## src/rtl/event_uart_bridge.sv

```systemverilog
// Event collector: debounced buttons and IR commands are encoded as bytes, queued and fed to a UART.
// Optional release events are enabled by defining EVENT_UART_BRIDGE_RELEASE_EN.
module event_uart_bridge #(
  parameter int NUM_BTN         = 4,
  parameter int DEBOUNCE_CYCLES = 500000,
  parameter int FIFO_DEPTH      = 16,
  parameter int FIFO_AW         = 4
) (
  input  logic               clk_50,
  input  logic               reset,
  input  logic [NUM_BTN-1:0] buttons_num,
  input  logic [7:0]         ir_cmd,
  input  logic               ir_cmd_ready,
  input  logic               tx_busy,
  output logic [7:0]         tx_data,
  output logic               tx_load,
  output logic [NUM_BTN-1:0] btn_state,
  output logic [FIFO_AW:0]   fifo_count,
  output logic               overflow,
  output logic               wr_fsm_state,
  output logic [1:0]         tx_fsm_state
);

  localparam int DB_W  = (DEBOUNCE_CYCLES > 2) ? $clog2(DEBOUNCE_CYCLES) : 1;
  localparam int CNT_W = FIFO_AW + 1;
  localparam logic [DB_W-1:0]  DB_MAX   = DB_W'(DEBOUNCE_CYCLES - 1);
  localparam logic [CNT_W-1:0] CNT_FULL = CNT_W'(FIFO_DEPTH);
  localparam logic [CNT_W-1:0] CNT_IR   = CNT_W'(FIFO_DEPTH - 2);

  typedef enum logic {W_IDLE, W_IR2} wr_state_t;
  typedef enum logic [1:0] {T_IDLE, T_LOAD, T_WAITH, T_WAITL} tx_state_t;

  wr_state_t wr_state, wr_next;
  tx_state_t tx_state, tx_next;

  logic [NUM_BTN-1:0]            sync_q1, sync_q2, pressed_lvl;
  logic [NUM_BTN-1:0][DB_W-1:0]  db_cnt;
  logic [NUM_BTN-1:0]            btn_rise, btn_pend, btn_clr, btn_onehot;
  logic [3:0]                    btn_sel;
  logic                          btn_any;
  logic                          ir_pend, ir_clr;
  logic [7:0]                    ir_reg;
  logic                          wr_en, rd_en, drop_evt;
  logic [7:0]                    wr_byte;
  logic                          ir_room, any_room, fifo_nempty;
  logic [7:0]                    mem [FIFO_DEPTH];
  logic [FIFO_AW-1:0]            wr_ptr, rd_ptr;
  logic [1:0]                    wait_cnt;

  assign wr_fsm_state = wr_state;
  assign tx_fsm_state = tx_state;

  // Raw buttons idle high; synchronisers reset to the released level so reset creates no event.
  always_ff @(posedge clk_50 or negedge reset) begin
    if (!reset) begin
      sync_q1 <= '1;
      sync_q2 <= '1;
    end else begin
      sync_q1 <= buttons_num;
      sync_q2 <= sync_q1;
    end
  end

  assign pressed_lvl = ~sync_q2;

  always_comb begin
    btn_rise = '0;
    for (int i = 0; i < NUM_BTN; i++)
      btn_rise[i] = (pressed_lvl[i] != btn_state[i]) && (db_cnt[i] == DB_MAX) && !btn_state[i];
  end

  always_ff @(posedge clk_50 or negedge reset) begin
    if (!reset) begin
      btn_state <= '0;
      db_cnt    <= '0;
    end else begin
      for (int i = 0; i < NUM_BTN; i++) begin
        if (pressed_lvl[i] == btn_state[i]) begin
          db_cnt[i] <= '0;
        end else if (db_cnt[i] == DB_MAX) begin
          db_cnt[i]    <= '0;
          btn_state[i] <= ~btn_state[i];
        end else begin
          db_cnt[i] <= db_cnt[i] + 1'b1;
        end
      end
    end
  end

  always_comb begin
    btn_sel    = '0;
    btn_any    = 1'b0;
    btn_onehot = '0;
    for (int i = NUM_BTN - 1; i >= 0; i--) begin
      if (btn_pend[i]) begin
        btn_sel       = 4'(i);
        btn_any       = 1'b1;
        btn_onehot    = '0;
        btn_onehot[i] = 1'b1;
      end
    end
  end

`ifdef EVENT_UART_BRIDGE_RELEASE_EN
  logic [NUM_BTN-1:0] btn_fall, rel_pend, rel_clr, rel_onehot;
  logic [3:0]         rel_sel;
  logic               rel_any;

  always_comb begin
    btn_fall = '0;
    for (int i = 0; i < NUM_BTN; i++)
      btn_fall[i] = (pressed_lvl[i] != btn_state[i]) && (db_cnt[i] == DB_MAX) && btn_state[i];
  end

  always_comb begin
    rel_sel    = '0;
    rel_any    = 1'b0;
    rel_onehot = '0;
    for (int i = NUM_BTN - 1; i >= 0; i--) begin
      if (rel_pend[i]) begin
        rel_sel       = 4'(i);
        rel_any       = 1'b1;
        rel_onehot    = '0;
        rel_onehot[i] = 1'b1;
      end
    end
  end

  always_ff @(posedge clk_50 or negedge reset) begin
    if (!reset) rel_pend <= '0;
    else        rel_pend <= (rel_pend & ~rel_clr) | (btn_fall & ~rel_pend);
  end

  assign drop_evt = (ir_cmd_ready & ir_pend) | (|(btn_rise & btn_pend)) | (|(btn_fall & rel_pend));
`else
  assign drop_evt = (ir_cmd_ready & ir_pend) | (|(btn_rise & btn_pend));
`endif

  // A flag that is set drops any new edge, even in the cycle it is being consumed.
  always_ff @(posedge clk_50 or negedge reset) begin
    if (!reset) begin
      btn_pend <= '0;
      ir_pend  <= 1'b0;
      ir_reg   <= '0;
      overflow <= 1'b0;
    end else begin
      btn_pend <= (btn_pend & ~btn_clr) | (btn_rise & ~btn_pend);
      if (ir_cmd_ready && !ir_pend) begin
        ir_reg  <= ir_cmd;
        ir_pend <= 1'b1;
      end else if (ir_clr) begin
        ir_pend <= 1'b0;
      end
      if (drop_evt) overflow <= 1'b1;
    end
  end

  assign ir_room     = (fifo_count <= CNT_IR);
  assign any_room    = (fifo_count != CNT_FULL);
  assign fifo_nempty = (fifo_count != '0);

  always_ff @(posedge clk_50 or negedge reset) begin
    if (!reset) wr_state <= W_IDLE;
    else        wr_state <= wr_next;
  end

  always_comb begin
    wr_next = wr_state;
    case (wr_state)
      W_IDLE:  if (ir_pend && ir_room) wr_next = W_IR2;
      W_IR2:   wr_next = W_IDLE;
      default: wr_next = W_IDLE;
    endcase
  end

  // IR header is only written with two free slots so the second byte always fits.
  always_comb begin
    wr_en   = 1'b0;
    wr_byte = '0;
    btn_clr = '0;
    ir_clr  = 1'b0;
`ifdef EVENT_UART_BRIDGE_RELEASE_EN
    rel_clr = '0;
`endif
    case (wr_state)
      W_IDLE: begin
        if (ir_pend && ir_room) begin
          wr_en   = 1'b1;
          wr_byte = 8'hC1;
        end else if (btn_any && any_room) begin
          wr_en   = 1'b1;
          wr_byte = {4'hA, btn_sel};
          btn_clr = btn_onehot;
`ifdef EVENT_UART_BRIDGE_RELEASE_EN
        end else if (rel_any && any_room) begin
          wr_en   = 1'b1;
          wr_byte = {4'hB, rel_sel};
          rel_clr = rel_onehot;
`endif
        end
      end
      W_IR2: begin
        wr_en   = 1'b1;
        wr_byte = ir_reg;
        ir_clr  = 1'b1;
      end
      default: ;
    endcase
  end

  always_ff @(posedge clk_50) begin
    if (wr_en) mem[wr_ptr] <= wr_byte;
  end

  always_ff @(posedge clk_50 or negedge reset) begin
    if (!reset) begin
      wr_ptr     <= '0;
      rd_ptr     <= '0;
      fifo_count <= '0;
    end else begin
      if (wr_en) wr_ptr <= wr_ptr + 1'b1;
      if (rd_en) rd_ptr <= rd_ptr + 1'b1;
      case ({wr_en, rd_en})
        2'b10:   fifo_count <= fifo_count + 1'b1;
        2'b01:   fifo_count <= fifo_count - 1'b1;
        default: fifo_count <= fifo_count;
      endcase
    end
  end

  // UART handshake: a byte is offered by a one-cycle tx_load only while tx_busy=0; tx_busy=1
  // means the UART owns tx_data, which stays unchanged until tx_busy falls.
  always_ff @(posedge clk_50 or negedge reset) begin
    if (!reset) tx_state <= T_IDLE;
    else        tx_state <= tx_next;
  end

  always_comb begin
    tx_next = tx_state;
    case (tx_state)
      T_IDLE:  if (fifo_nempty && !tx_busy) tx_next = T_LOAD;
      T_LOAD:  tx_next = T_WAITH;
      T_WAITH: if (tx_busy || wait_cnt == 2'd3) tx_next = T_WAITL;
      T_WAITL: if (!tx_busy) tx_next = T_IDLE;
      default: tx_next = T_IDLE;
    endcase
  end

  always_comb begin
    rd_en   = (tx_state == T_IDLE) && fifo_nempty && !tx_busy;
    tx_load = (tx_state == T_LOAD);
  end

  // A UART that never raises busy is released after four cycles in T_WAITH.
  always_ff @(posedge clk_50 or negedge reset) begin
    if (!reset) begin
      wait_cnt <= '0;
      tx_data  <= '0;
    end else begin
      wait_cnt <= (tx_state == T_WAITH) ? wait_cnt + 1'b1 : 2'd0;
      if (rd_en) tx_data <= mem[rd_ptr];
    end
  end

endmodule
```

## config.mk

```make
export PLATFORM = sky130hd
export DESIGN_NAME = event_uart_bridge
export DESIGN_NICKNAME = d
export VERILOG_FILES = /design/src/rtl/event_uart_bridge.sv
export SDC_FILE = /design/constraint.sdc
export NUM_CORES = 1
export LEC_CHECK = 0
export ABC_CLOCK_PERIOD_IN_PS = 3700
export CORE_MARGIN = 5
export CORE_UTILIZATION = 55
export DETAILED_ROUTE_END_ITERATION = 6
export PLACE_DENSITY = 0.71
export SLEW_MARGIN = 20
export SYNTH_ARGS = -nofsm -noshare
export SYNTH_HDL_FRONTEND = slang
export SYNTH_SLANG_ARGS = --single-unit
export TNS_END_PERCENT = 50
```

## constraint.sdc

```tcl
create_clock -name clk_50 -period 3.7 [get_ports clk_50]
set_input_delay 1.11 -clock clk_50 [delete_from_list [all_inputs] [get_ports clk_50]]
set_output_delay 1.11 -clock clk_50 [all_outputs]
set_load 0.02 [all_outputs]
```

==> results.py <==
metrics = {
    "yosys": {
        "synth_top_area_share": 0.3433,
        "yosysTopAreaCell": "edfxtp_1",
        "syn_area_um2": 11200,
        "syn_avg_cell_area_um2": 13.79,
        "synthArstFlopShare": 0.5000,
        "netlist_instances": 812,
        "synth_common_cells": "edfxtp_1 (128), dfrtp_1 (120), nor2_1 (68), xor2_1 (36), nand2_1 (34)",
        "synth-main-ff-cell": "edfxtp_1",
        "syn_nets": 846,
        "yosysMostFrequentCell": "edfxtp_1",
        "synth.distinct_cells": 62,
        "yosysWarnings": 0,
        "synth_edf_count": 128,
        "ys_seq_area_frac": 0.6303,
        "ys_ff_latch": 256,
        "synth_area_leaders": "edfxtp_1 (34%), dfrtp_1 (27%), mux4_2 (6.4%)",
    },
    "route": {
        "drt-total-wl_um": 23120,
        "drc": 0,
        "dr.first_iter.drc_count": 580,
        "drt-vias-per-instance": 6.015,
        "num_vias": 6917,
        "first_pass_iters": 5,
        "drtAntennaViolNets": 0,
        "wl_per_cell_um": 20.10,
    },
    "final_layout": {
        "fin_nets": 892,
        "antennaDiodeCount": 0,
        "largest-register": "mem",
        "largest_register_ffs": 128,
        "largestRegisters": "mem (128), db_cnt (76)",
        "final_util": 0.6366,
        "area_growth_pct": 14.68,
        "drive_above_1_share": 0.1443,
    },
    "worst_setup_path": {
        "crit_slowest_cell": "dfrtp_1",
        "cp.required_ps": 4120,
        "critPathArrivalTime_ps": 3740,
        "critPathLaunchType": "flip-flop",
        "worstSetupPathType": "reg2reg",
        "critPathCaptureType": "flip-flop",
        "cp_cell_sequence": "nor4_1, a21oi_1, nand2b_1, inv_1, ha_1, xor2_1, ha_1, a21oi_1, xor2_1, nor2_1, xor2_1",
        "path_delay_family": "simple AND/OR/NAND/NOR gates",
        "cp_slowest_stage_delay_ps": 490,
        "crit_path_max_fanout": 15,
        "cp_common_cell": "xor2_1",
        "critPathBufInv": 1,
    },
    "min_path": {
        "worstHoldPathType": "reg2reg",
    },
    "power_and_ir_drop": {
        "clockPowerShare": 0.323,
        "swShare": 0.2913,
        "p_int_mw": 6.373,
        "p_leak_nw": 4.760,
        "power_frac_seq": 0.443,
        "p_switching_mw": 2.619,
        "power_density_nw_per_um2": 700.4,
        "power_mw": 8.993,
        "peakVddDrop_mv": 0.4597,
        "p_comb_frac": 0.234,
    },
    "cts": {
        "cts-hold-fix-buffers": 0,
        "cts_root_buf": "clkbuf_16",
        "clock_sinks": 256,
        "cts_inserted_buffers": 28,
        "cts_tree": "yes",
        "h-tree-depth": 1,
        "clk_latency_ps": 540,
        "path_clk_slew_ps": 60,
        "cts_setup_buffers": 0,
        "cts_buffer_depth": 3,
        "cts_resized": 0,
    },
    "timing": {
        "fin_hold_ws_ps": 355.7,
        "worst_slew_pin_slew_ps": 1048,
        "finalCritPeriodShare": 0.8985,
        "relSlewSlack": 0.3013,
        "fin_skew_ps": 20.73,
        "maxSlewViolCount": 0,
        "rsz0062_at_grt": "false",
        "fmax_ghz": 0.3008,
        "final_hold_viol_count": 0,
        "setup_slack_ps": 375.5,
        "setup_viol": 0,
        "finalCriticalPeriod_ps": 3325,
        "tns_ps": 0,
    },
    "floorplan": {
        "die_x_um": 152.7,
        "placement_rows": 52,
        "io_pins": 38,
        "die_area_um2": 23310,
        "core-area_um2": 20170,
        "fp.dieH_um": 152.7,
        "initial_core_util": 0.5551,
    },
    "grt": {
        "grt_pass1_wl_um": 38070,
        "grt_max_degree": 61,
        "grtUsageTotal": 0.2001,
        "antenna_found_initial": 0,
        "grt_pass1_vias": 7179,
        "grt-ovfl-total": 0,
    },
    "place": {
        "detailed_place_hpwl_um": 15300,
        "portBuffers": 37,
        "preCtsSetupSlack_ps": 413.3,
        "gp_congestion": 0.8601,
    },
    "job": {
        "max-cap-violations": 0,
    },
    "outcome": {
        "status": "complete, no violations",
    },
}
==> logic make-up (layout without fill, tap and decap cells) <==
logic type	Yosys count	after routing	share of synthesized area
AO/OA/AOI/OAI	105	105	0.06158
adder cells (fa/ha/maj)	18	18	0.02012
multiplexers	51	51	0.08337
flip-flops	256	256	0.6303
XOR/XNOR	65	65	0.05085
buffers and inverters	51	119	0.01933
AND/OR/NAND/NOR	266	266	0.1344
==> stage by stage <==
step	instances	cell area [um2]
floorplan	812	11200
global placement	1098	11850
detailed placement	1098	11850
CTS	1150	12840
global route	1150	12840
finish	1150	12840
==> final cells by class <==
type                    count  area [um2]
fillers                  1501        7330
flip-flops and latches    256        7058
multi-input cells         505        3923
clock buffers              39       824.5
repair buffers             48       462.9
well taps                 270       337.8
clock inverters            13       162.7
inverters                  19       71.32
==> worst paths after layout <==
kind                                           start                          end  slack [ps]  depth (start not counted)
min in group asynchronous                      reset        rd_ptr[3]$_DFFE_PN0P_         610                          1
min reg2reg                     sync_q1[0]$_DFF_PN1_         sync_q2[0]$_DFF_PN1_         360                          0
max reg2reg                fifo_count[1]$_DFFE_PN0P_    fifo_count[2]$_DFFE_PN0P_         380                         11
max in group asynchronous                      reset  tx_fsm_state[1]$_DFFE_PN0P_        2300                          2
max                        fifo_count[1]$_DFFE_PN0P_    fifo_count[2]$_DFFE_PN0P_         380                         11
min                             sync_q1[0]$_DFF_PN1_         sync_q2[0]$_DFF_PN1_         360                          0
==> per-layer routing <==
| metal | up-vias | GRT usage | part of all wire |
|---|---|---|---|
| met2 | 207 | 0.3482 | 0.52 |
| met4 | 0 | 0.05091 | 0.025 |
| met3 | 45 | 0.03437 | 0.052 |
| li1 | 3184 | - | - |
| met1 | 3481 | 0.2638 | 0.41 |
| met5 | - | 0 | 0 |
==> cell usage in the layout (no fill, tap or decap), types with 5 or more instances in the layout <==
master           netlist  final
and3_1                 6      6
nand3_1               29     29
ha_1                  18     18
o31ai_1               15     15
mux4_2                32     32
xnor2_1               29     29
and2_1                12     12
nor4b_1               11     11
nor4_1                10     10
and4_1                16     16
a21oi_1               31     31
nor3_1                 8      8
or4_1                 11     11
clkbuf_16              0     30
dfrtp_1              120    119
or3_1                 10     10
buf_4                  2     11
o22ai_1               16     16
xor2_1                36     36
and4b_1                8      8
dfstp_2                8      8
nand4_1               22     22
o21ai_0               17     17
inv_1                 19     19
clkbuf_1              14      5
nand2_1               34     34
nor2_1                68     68
mux2_2                18     18
clkdlybuf4s50_1        0     36
edfxtp_1             128    128
==> power by group through the flow <==
stage | combinational [mW] | clock, mW | sequential (mW)
2_1_floorplan | 1.49 | 0 | 3.88
3_3_place_gp | 2.01 | 0 | 4.00
3_5_place_dp | 2.10 | 0 | 4.04
4_1_cts | 2.13 | 2.95 | 3.99
5_1_grt | 2.29 | 3.08 | 4.05
6_report | 2.10 | 2.90 | 3.99
Note: power is estimated with default switching activity, not from simulation.
